[config.mk]
export PLATFORM = sky130hd
export DESIGN_NAME = conv3x3_mac_flat
export DESIGN_NICKNAME = d
export VERILOG_FILES = /design/src/rtl/conv3x3_mac_if.sv /design/src/rtl/conv3x3_mac.sv /design/src/flat_wrapper.sv
export SDC_FILE = /design/constraint.sdc
export NUM_CORES = 1
export LEC_CHECK = 0
export CAP_MARGIN = 20
export CORE_MARGIN = 4
export CORE_UTILIZATION = 49
export DETAILED_ROUTE_END_ITERATION = 10
export HOLD_SLACK_MARGIN = 0.12
export PLACE_DENSITY = 0.75
export SLEW_MARGIN = 20
export SYNTH_ARGS = -nofsm -noshare
export SYNTH_HDL_FRONTEND = slang
export SYNTH_SLANG_ARGS = --single-unit
[constraint.sdc]
create_clock -name clk -period 5 [get_ports clk]
set_input_delay 0.5 -clock clk [delete_from_list [all_inputs] [get_ports clk]]
set_output_delay 0.5 -clock clk [all_outputs]
set_load 0.05 [all_outputs]
[src/rtl/conv3x3_mac_if.sv]
// Window/result bundle between the window buffer and the 3x3 MAC.
// master: drives start and the nine window pixels, observes the result.
// slave:  the MAC engine itself.
interface conv3x3_mac_if #(
  parameter int PW = 9
);
  logic          start;
  logic [PW-1:0] m1d1, m1d2, m1d3;
  logic [PW-1:0] m2d1, m2d2, m2d3;
  logic [PW-1:0] m3d1, m3d2, m3d3;
  logic          busy;
  logic [PW-1:0] pix_out;
  logic          done;
  logic [15:0]   pix_count;
  logic          frame_done;

  modport master (
    output start, m1d1, m1d2, m1d3, m2d1, m2d2, m2d3, m3d1, m3d2, m3d3,
    input  busy, pix_out, done, pix_count, frame_done
  );

  modport slave (
    input  start, m1d1, m1d2, m1d3, m2d1, m2d2, m2d3, m3d1, m3d2, m3d3,
    output busy, pix_out, done, pix_count, frame_done
  );
endinterface

[src/rtl/conv3x3_mac.sv]
// Serial 3x3 kernel MAC: latches a window, runs 9 MAC cycles on one
// multiplier, normalises by right shift, saturates to PW bits and emits
// one pixel with a done pulse. Counts results per frame.
// Optional build macro CONV_ABS_OUT_EN: output |acc| >> SHIFT instead of
// clamping negative sums to zero (for edge kernels).
//
// state | meaning
// IDLE  | waiting for start; window latched on the start edge
// MAC   | one kernel tap per cycle, idx 0..8
// NORM  | shift, saturate, write pix_out, pulse done
module conv3x3_mac #(
  parameter int PW        = 9,
  parameter int CW        = 5,
  parameter int ACC_W     = 18,
  parameter int K0        = 1,
  parameter int K1        = 2,
  parameter int K2        = 1,
  parameter int K3        = 2,
  parameter int K4        = 4,
  parameter int K5        = 2,
  parameter int K6        = 1,
  parameter int K7        = 2,
  parameter int K8        = 1,
  parameter int SHIFT     = 4,
  parameter int FRAME_PIX = 65536
) (
  input  logic         clk,
  input  logic         reset,
  conv3x3_mac_if.slave bus
);

  typedef enum logic [1:0] {IDLE, MAC, NORM} state_t;

  localparam logic signed [ACC_W-1:0] PIX_MAX  = ACC_W'((1 << PW) - 1);
  localparam logic [15:0]             CNT_LAST = 16'(FRAME_PIX - 1);

  state_t                   state_q, state_d;
  logic [PW-1:0]            pix_q [9];
  logic [PW-1:0]            pix_d [9];
  logic signed [ACC_W-1:0]  acc_q, acc_d;
  logic [3:0]               idx_q, idx_d;
  logic [PW-1:0]            pix_out_q, pix_out_d;
  logic                     done_q, done_d;
  logic                     frame_done_q, frame_done_d;
  logic [15:0]              pix_count_q, pix_count_d;

  logic signed [CW-1:0]     coef;
  logic [PW-1:0]            pix_sel;
  logic signed [PW:0]       pix_ext;
  logic signed [ACC_W-1:0]  prod;
  logic [PW-1:0]            norm_pix;

  // Select the current tap's coefficient and pixel and form the signed product
  always_comb begin
    coef    = '0;
    pix_sel = '0;
    case (idx_q)
      4'd0: begin coef = CW'(K0); pix_sel = pix_q[0]; end
      4'd1: begin coef = CW'(K1); pix_sel = pix_q[1]; end
      4'd2: begin coef = CW'(K2); pix_sel = pix_q[2]; end
      4'd3: begin coef = CW'(K3); pix_sel = pix_q[3]; end
      4'd4: begin coef = CW'(K4); pix_sel = pix_q[4]; end
      4'd5: begin coef = CW'(K5); pix_sel = pix_q[5]; end
      4'd6: begin coef = CW'(K6); pix_sel = pix_q[6]; end
      4'd7: begin coef = CW'(K7); pix_sel = pix_q[7]; end
      4'd8: begin coef = CW'(K8); pix_sel = pix_q[8]; end
      default: ;
    endcase
    // pixels are unsigned, so a zero MSB keeps them positive in the signed product
    pix_ext = {1'b0, pix_sel};
    prod    = ACC_W'(pix_ext) * ACC_W'(coef);
  end

`ifdef CONV_ABS_OUT_EN
  logic [ACC_W-1:0] mag;
  logic [ACC_W-1:0] shr;

  // Magnitude, shift, saturate at the top of the pixel range
  always_comb begin
    mag      = acc_q[ACC_W-1] ? ACC_W'(-acc_q) : acc_q;
    shr      = mag >> SHIFT;
    norm_pix = (shr > PIX_MAX) ? PIX_MAX[PW-1:0] : shr[PW-1:0];
  end
`else
  logic signed [ACC_W-1:0] shr;

  // Arithmetic (floor) shift, then clamp to [0, 2^PW-1]
  always_comb begin
    shr = acc_q >>> SHIFT;
    if (shr[ACC_W-1]) begin
      norm_pix = '0;
    end else if (shr > PIX_MAX) begin
      norm_pix = PIX_MAX[PW-1:0];
    end else begin
      norm_pix = shr[PW-1:0];
    end
  end
`endif

  // Next-state and datapath updates for IDLE / MAC / NORM
  always_comb begin
    state_d      = state_q;
    pix_d        = pix_q;
    acc_d        = acc_q;
    idx_d        = idx_q;
    pix_out_d    = pix_out_q;
    done_d       = 1'b0;
    frame_done_d = 1'b0;
    pix_count_d  = pix_count_q;
    case (state_q)
      IDLE: begin
        if (bus.start) begin
          pix_d[0] = bus.m1d1;
          pix_d[1] = bus.m1d2;
          pix_d[2] = bus.m1d3;
          pix_d[3] = bus.m2d1;
          pix_d[4] = bus.m2d2;
          pix_d[5] = bus.m2d3;
          pix_d[6] = bus.m3d1;
          pix_d[7] = bus.m3d2;
          pix_d[8] = bus.m3d3;
          acc_d    = '0;
          idx_d    = '0;
          state_d  = MAC;
        end
      end
      MAC: begin
        acc_d = acc_q + prod;
        idx_d = idx_q + 4'd1;
        if (idx_q == 4'd8) begin
          state_d = NORM;
        end
      end
      NORM: begin
        pix_out_d = norm_pix;
        done_d    = 1'b1;
        if (pix_count_q == CNT_LAST) begin
          pix_count_d  = '0;
          frame_done_d = 1'b1;
        end else begin
          pix_count_d = pix_count_q + 16'd1;
        end
        state_d = IDLE;
      end
      default: state_d = IDLE;
    endcase
  end

  // State and datapath registers; synchronous reset wins over everything
  always_ff @(posedge clk) begin
    if (reset) begin
      state_q      <= IDLE;
      pix_q        <= '{default: '0};
      acc_q        <= '0;
      idx_q        <= '0;
      pix_out_q    <= '0;
      done_q       <= 1'b0;
      frame_done_q <= 1'b0;
      pix_count_q  <= '0;
    end else begin
      state_q      <= state_d;
      pix_q        <= pix_d;
      acc_q        <= acc_d;
      idx_q        <= idx_d;
      pix_out_q    <= pix_out_d;
      done_q       <= done_d;
      frame_done_q <= frame_done_d;
      pix_count_q  <= pix_count_d;
    end
  end

  assign bus.busy       = (state_q != IDLE);
  assign bus.pix_out    = pix_out_q;
  assign bus.done       = done_q;
  assign bus.frame_done = frame_done_q;
  assign bus.pix_count  = pix_count_q;

endmodule
[src/flat_wrapper.sv]
// flat-port wrapper written by rule: the top's interface ports become plain ports
module conv3x3_mac_flat 
#(
  parameter int PW        = 9,
  parameter int CW        = 5,
  parameter int ACC_W     = 18,
  parameter int K0        = 1,
  parameter int K1        = 2,
  parameter int K2        = 1,
  parameter int K3        = 2,
  parameter int K4        = 4,
  parameter int K5        = 2,
  parameter int K6        = 1,
  parameter int K7        = 2,
  parameter int K8        = 1,
  parameter int SHIFT     = 4,
  parameter int FRAME_PIX = 65536
)
  (clk, reset, bus_start, bus_m1d1, bus_m1d2, bus_m1d3, bus_m2d1, bus_m2d2, bus_m2d3, bus_m3d1, bus_m3d2, bus_m3d3, bus_busy, bus_pix_out, bus_done, bus_pix_count, bus_frame_done);
  conv3x3_mac_if #(.PW(PW)) bus_i ();
  input  logic clk;
  input  logic reset;
  input wire logic [$bits(bus_i.start)-1:0] bus_start;
  input wire logic [$bits(bus_i.m1d1)-1:0] bus_m1d1;
  input wire logic [$bits(bus_i.m1d2)-1:0] bus_m1d2;
  input wire logic [$bits(bus_i.m1d3)-1:0] bus_m1d3;
  input wire logic [$bits(bus_i.m2d1)-1:0] bus_m2d1;
  input wire logic [$bits(bus_i.m2d2)-1:0] bus_m2d2;
  input wire logic [$bits(bus_i.m2d3)-1:0] bus_m2d3;
  input wire logic [$bits(bus_i.m3d1)-1:0] bus_m3d1;
  input wire logic [$bits(bus_i.m3d2)-1:0] bus_m3d2;
  input wire logic [$bits(bus_i.m3d3)-1:0] bus_m3d3;
  output wire logic [$bits(bus_i.busy)-1:0] bus_busy;
  output wire logic [$bits(bus_i.pix_out)-1:0] bus_pix_out;
  output wire logic [$bits(bus_i.done)-1:0] bus_done;
  output wire logic [$bits(bus_i.pix_count)-1:0] bus_pix_count;
  output wire logic [$bits(bus_i.frame_done)-1:0] bus_frame_done;
  assign bus_i.start = bus_start;
  assign bus_i.m1d1 = bus_m1d1;
  assign bus_i.m1d2 = bus_m1d2;
  assign bus_i.m1d3 = bus_m1d3;
  assign bus_i.m2d1 = bus_m2d1;
  assign bus_i.m2d2 = bus_m2d2;
  assign bus_i.m2d3 = bus_m2d3;
  assign bus_i.m3d1 = bus_m3d1;
  assign bus_i.m3d2 = bus_m3d2;
  assign bus_i.m3d3 = bus_m3d3;
  assign bus_busy = bus_i.busy;
  assign bus_pix_out = bus_i.pix_out;
  assign bus_done = bus_i.done;
  assign bus_pix_count = bus_i.pix_count;
  assign bus_frame_done = bus_i.frame_done;
  conv3x3_mac #(.PW(PW), .CW(CW), .ACC_W(ACC_W), .K0(K0), .K1(K1), .K2(K2), .K3(K3), .K4(K4), .K5(K5), .K6(K6), .K7(K7), .K8(K8), .SHIFT(SHIFT), .FRAME_PIX(FRAME_PIX)) u_core (.clk(clk), .reset(reset), .bus(bus_i));
endmodule
== Word level (Yosys, flattened, before mapping) ==
Cells that the tools add are included.
Storage, ports and cells
  register bits after elaboration: 132
  input port bits: 84
  output and inout port bits: 28
  word-level logic and storage cells: 59
Operators by class
  add/subtract/negate cells: 3
  $mul: 1
  order comparisons: 1
  equality and inequality tests: 13
  multiplexer cells: 14
  bitwise gates (word level): 1
  reduce and logical (&&, ||, !) cells: 10
Operator list (count)
  9-bit case mux with 9 select lines: 1
  18-bit case mux with 2 select lines: 1
  18-bit by 13-bit adder with 18-bit output: 1
  18-bit 2-to-1 mux: 1
  9-bit 2-to-1 mux: 2
  16-bit by 1-bit adder with 16-bit output, second input constant: 1
  16-bit == test, second input constant: 1
  4-bit by 3-bit == test with 1-bit output, second input constant: 4
  16-bit 2-to-1 mux: 1
  14-bit by 10-bit > comparator with 1-bit output, second input constant: 1
  9-bit by 3-bit multiplier with 12-bit output: 1
  3-bit case mux with 3 select lines: 1
  4-bit by 2-bit == test with 1-bit output, second input constant: 2
  4-bit case mux with 2 select lines: 1
  4-bit OR reduction: 2
  2-bit AND reduction: 3
  4-bit by 1-bit adder with 4-bit output, second input constant: 1
  4-bit by 1-bit == test with 1-bit output, second input constant: 1
  4-bit == test, second input constant: 1
  4-bit zero test: 1
  2-bit 2-to-1 mux: 2
  4-bit 2-to-1 mux: 1
  2-bit case mux with 2 select lines: 1
  2-bit nonzero test: 2
  other kinds (8): 9

== Depth between registers and ports, before layout ==
  depth in word-level cells: 6
  mapped depth: 24
  gate-level depth less buffers: 22

== Worst setup path after synthesis ==
OpenSTA, ideal clock, no wires.
  path kind: register to register
  from: register u_core.idx_q[0]
  to: register u_core.acc_q[13]
  setup time: 0.121 ns
  data arrival time: 4.878 ns
  required time: 4.879 ns
  setup slack: 0.001 ns
  cell stages (with the launch flop): 25
  buffers on the path: 2
  clock period less this slack: 4.999 ns
  cells stage by stage: dfxtp_1 inv_1 ha_1 clkbuf_1 a22o_1 nor3_1 a311oi_1 o21ai_0 fa_1 inv_1 ha_1 fa_1 a21o_1 a21oi_1 nor2b_1 o21a_1 o22a_1 xor2_1 ha_1 buf_2 a21oi_1 o21ai_0 a21oi_1 a21oi_1 mux2_2
On the way
  longest elaborated chain between the ends: 6
  elaborated cells between the ends (all ways): 16
  classes of those cells: add/sub (1); mul (1); eq/ne (8); mux (3); reduce/logical (3)
Ends and longest elaborated chain
  from (decl): RTL line conv3x3_mac.sv:41  | logic [3:0] idx_q, idx_d;
  from (signal assigned): RTL line conv3x3_mac.sv:164  | idx_q <= idx_d;
  4-bit by 2-bit == test with 1-bit output, or another cell as far along: RTL line conv3x3_mac.sv:57  | case (idx_q)
  4-bit OR reduction (no line)
  3-bit case mux with 3 select lines: RTL line conv3x3_mac.sv:57
  9-bit by 3-bit multiplier with 12-bit output (*): RTL line conv3x3_mac.sv:71  | prod = ACC_W'(pix_ext) * ACC_W'(coef);
  18-bit by 13-bit adder with 18-bit output (*): RTL line conv3x3_mac.sv:128  | acc_d = acc_q + prod;
  18-bit case mux with 2 select lines (*): RTL line conv3x3_mac.sv:110  | case (state_q)
  to (signal assigned): RTL line conv3x3_mac.sv:154  | acc_q <= '0;
  to (signal assigned): RTL line conv3x3_mac.sv:163  | acc_q <= acc_d;
  to (decl): RTL line conv3x3_mac.sv:40  | logic signed [ACC_W-1:0] acc_q, acc_d;
Mark *: on every way between the ends. The rest lies on a longest branch, timed or not.
A chain may end at the register's enable or synchronous reset.

== Final worst setup path ==
  from: register u_core.idx_q[1]
  to: register u_core.acc_q[14]
The elaborated chain is that of the path after synthesis.

==> flow_metrics.env <==
export IMPL_status="finished clean"
export IMPL_gr_total_overflow=0
export IMPL_leakage_nw=3.62
export IMPL_ir_worst_vdd_mv=0.272
export IMPL_netSwitchingFraction_pct=26.4
export IMPL_power_internal_w=0.00207
export IMPL_grt_pass1_wl_um=29500
export IMPL_synthCells=887
export IMPL_slowest_stage="fa_1"
export IMPL_synth_edf_count=0
export IMPL_drc=0
export IMPL_synth_top_cell_by_area="dfxtp_1"
export IMPL_path_cells="inv_4 -> ha_4 -> a22o_1 -> nor3_1 -> a311oi_2 -> nand2_1 -> fa_1 -> inv_1 -> ha_2 -> fa_2 -> a21o_1 -> a21oi_2 -> nor2b_1 -> o21a_1 -> o22a_1 -> xor2_1 -> ha_1 -> nand4_1 -> a21oi_2 -> a21oi_2 -> a21oi_1 -> mux2_2"
export IMPL_synth_most_common_cell="nand2_1"
export IMPL_antenna_found_initial=0
export IMPL_power_density_mw_per_mm2=310
export IMPL_synth_fp_nets=1009
export IMPL_clock_sinks=132
export IMPL_synth_area_sq_mm=0.00680
export IMPL_worstMarginPinSlew_ns=0.972
export IMPL_clock_path_buffers=2
export IMPL_wl_met3_um=880
export IMPL_die_area_sq_mm=0.0158
export IMPL_first_pass_iters=6
export IMPL_fin_util_pct=67.6
export IMPL_antennaDiodeCount=0
export IMPL_yosysTopAreaCellShare_pct=38.9
export IMPL_max_slew_margin_pct=35.2
export IMPL_syn_avg_cell_area_sq_um=7.66
export IMPL_io_buffers=111
export IMPL_hpwl_um=12500
export IMPL_synth_common_cells="nand2_1, dfxtp_1, a21oi_1"
export IMPL_finalWirelength_um=17600
export IMPL_die_h_um=126
export IMPL_die_x_um=126
export IMPL_crit_fanout=7
export IMPL_async_flop_share_pct=0
export IMPL_nFillCells=1124
export IMPL_arrival_ns=5.13
export IMPL_num_vias=6510
export IMPL_final_period_minus_worst_setup_slack_ns=4.82
export IMPL_top_layer_used="met4"
export IMPL_drive_gt1_share_pct=11.9
export IMPL_cts_tree="built"
export IMPL_drtIter0Drc=437
export IMPL_max_clock_freq_mhz=207
export IMPL_gp_congestion=0.903
export IMPL_numCtsBuffers=17
export IMPL_coreArea_sq_mm=0.0134
export IMPL_startpoint_type="register"
export IMPL_start_util_pct=50.7
export IMPL_synth_area_leaders="dfxtp_1, nand2_1, a21oi_1"
export IMPL_crit_cells=22
export IMPL_finalCritPeriodShare_pct=96.5
export IMPL_hold_ws_ns=0.456
export IMPL_switching_power_w=0.000743
export IMPL_root_buffer="clkbuf_16"
export IMPL_cp_required_ns=5.31
export IMPL_cp_end_kind="register"
export IMPL_hold_path_cell_count=2
export IMPL_clkTransAtPathRegs_ns=0.06
export IMPL_setup_viol_count_final=0
export IMPL_grt_max_degree=83
export IMPL_io_pins=112
export IMPL_hold_violations=0
export IMPL_wire_per_inst_um=14.7
export IMPL_rr_worst_depth=22
export IMPL_path_buf_inv=2
export IMPL_wl_met2_um=8450
export IMPL_drtAntennaViolNets=0
export IMPL_clockPowerShare_pct=47.8
export IMPL_max_stage_delay_ns=0.51
export IMPL_rows=42
export IMPL_area_growth_pct=33.3
export IMPL_synth_distinct_cells=53
export IMPL_drv_cap=0
export IMPL_first_global_vias=6325
export IMPL_synth_ff_type="dfxtp_1"
export IMPL_track_usage_pct=22.4
export IMPL_ys_ff_latch=132
export IMPL_cpLargestDelayFamily="compound AO/OA/AOI/OAI gates"
export IMPL_htreeDepth=4
export IMPL_ys_seq_area_share_pct=38.9
export IMPL_fin_skew_ns=0.0122
export IMPL_ys_warn_count=0
export IMPL_seqPwrFrac_pct=40.1
export IMPL_viasPerCell=5.42
export IMPL_finalMaxSlewViolations=0
export IMPL_crit_top_cell="a21oi_2"
export IMPL_criticalPathCategory="reg -> reg"
export IMPL_hold_class="reg -> reg"
export IMPL_hold_buffers=0
export IMPL_drt_met1_wl_um=7780
export IMPL_clk_latency_ns=0.43
export IMPL_power_total_w=0.00281
export IMPL_pwr_share_comb_pct=12.1
export IMPL_design_area_sq_mm=0.00906
export IMPL_dpl_instance_area_sq_mm=0.00827
export IMPL_fin_nets=1135
## power groups by stage
stage | registers, W | clock network [W] | logic [W]
detailed placement | 0.00115 | 0 | 0.000327
CTS | 0.00113 | 0.00136 | 0.000334
floorplan | 0.00114 | 0 | 0.000191
global route | 0.00113 | 0.00140 | 0.000380
global placement | 0.00115 | 0 | 0.000321
finish | 0.00113 | 0.00134 | 0.000341
## final timing paths
kind         slack (ns)                           from                       endpoint
max reg2reg        0.18   u_core.idx_q[1]$_SDFFE_PP0P_  u_core.acc_q[14]$_SDFFE_PP0P_
min                0.46  u_core.pix_q[12]$_SDFFE_PP0P_  u_core.pix_q[12]$_SDFFE_PP0P_
max                0.18   u_core.idx_q[1]$_SDFFE_PP0P_  u_core.acc_q[14]$_SDFFE_PP0P_
min reg2reg        0.46  u_core.pix_q[12]$_SDFFE_PP0P_  u_core.pix_q[12]$_SDFFE_PP0P_
## final cells by class
type	count	area (sq um)	share of cell area (%)
tap	176	220	2.43
clock inverter	15	210	2.32
sequential	132	2650	29.3
timing repair buffer	164	1520	16.8
multi-input combinational	671	3930	43.3
clock buffer	17	425	4.69
inverter	27	106	1.17
## cell usage in the layout, fill, tap and decap left out, types with 3 or more instances in the layout
master	instances
nand2_1	213
a22oi_1	19
xnor2_1	8
and2b_1	3
clkbuf_16	17
inv_1	25
dfxtp_1	129
clkdlybuf4s50_1	110
a311oi_1	6
nor2_1	71
inv_8	4
nand4b_1	3
a2111o_1	3
o21a_1	3
ha_1	24
buf_4	51
and2_1	10
a22o_1	14
nor2b_1	8
fa_1	8
ha_4	4
bufinv_16	3
o21ai_0	10
nand4_1	7
and3_1	6
o21ai_1	4
a21oi_2	8
nand2b_1	3
a21o_1	7
nor3_1	24
mux2_2	5
or3_1	5
nand3_1	20
inv_6	5
nor3b_1	6
o211ai_1	3
a31oi_1	4
a21oi_1	119
xor2_1	14
## worst min-delay path: cells and delay by family (launching register included)
family          cells  cell delay, ns
compound gates      1            0.05
flops               1            0.31
simple gates        1            0.05
## kinds of logic after synthesis
logic type	after synthesis	synth area share [%]
buffers and inverters	84	4.82
xor gates and xnor gates	22	2.83
DFF	132	38.9
adders and majority gates	38	7.99
and+or+nand+nor	389	24.9
muxes	8	1.29
AOI/OAI and AO/OA	214	19.3
## sequential cells by signal (all words and copies together), names as in the netlist
register and cells:
u_core.bus.done 1, u_core.pix_q 81, u_core.bus.frame_done 1, u_core.state_q 2, u_core.bus.pix_out 9, u_core.idx_q 4, u_core.acc_q 18, u_core.bus.pix_count 16
## metal layers
layer / vias up / global-route usage (%)
met3: 49 / 6.27
met5: - / 0
met2: 170 / 36.9
met4: 0 / 8.77
met1: 3005 / 28.1
li1: 3286 / -
## per-stage QoR
step,instances,setup WS [ns],TNS (ns)
after floorplan,887,0.000940,0
after global placement,1166,0.0540,0
after detailed placement,1166,-0.170,-0.922
after CTS,1198,0.0296,0
after global routing,1202,-0.0229,-0.0483
final,1202,0.177,0
## repair_timing
item,4_1_cts,5_1_grt
buffers inserted,0,4
pin swaps,1,11
resized for setup,14,22
endpoints found under the hold margin,0,0
endpoints found under the setup margin,7,9
Note: power is estimated with default switching activity, not from simulation.
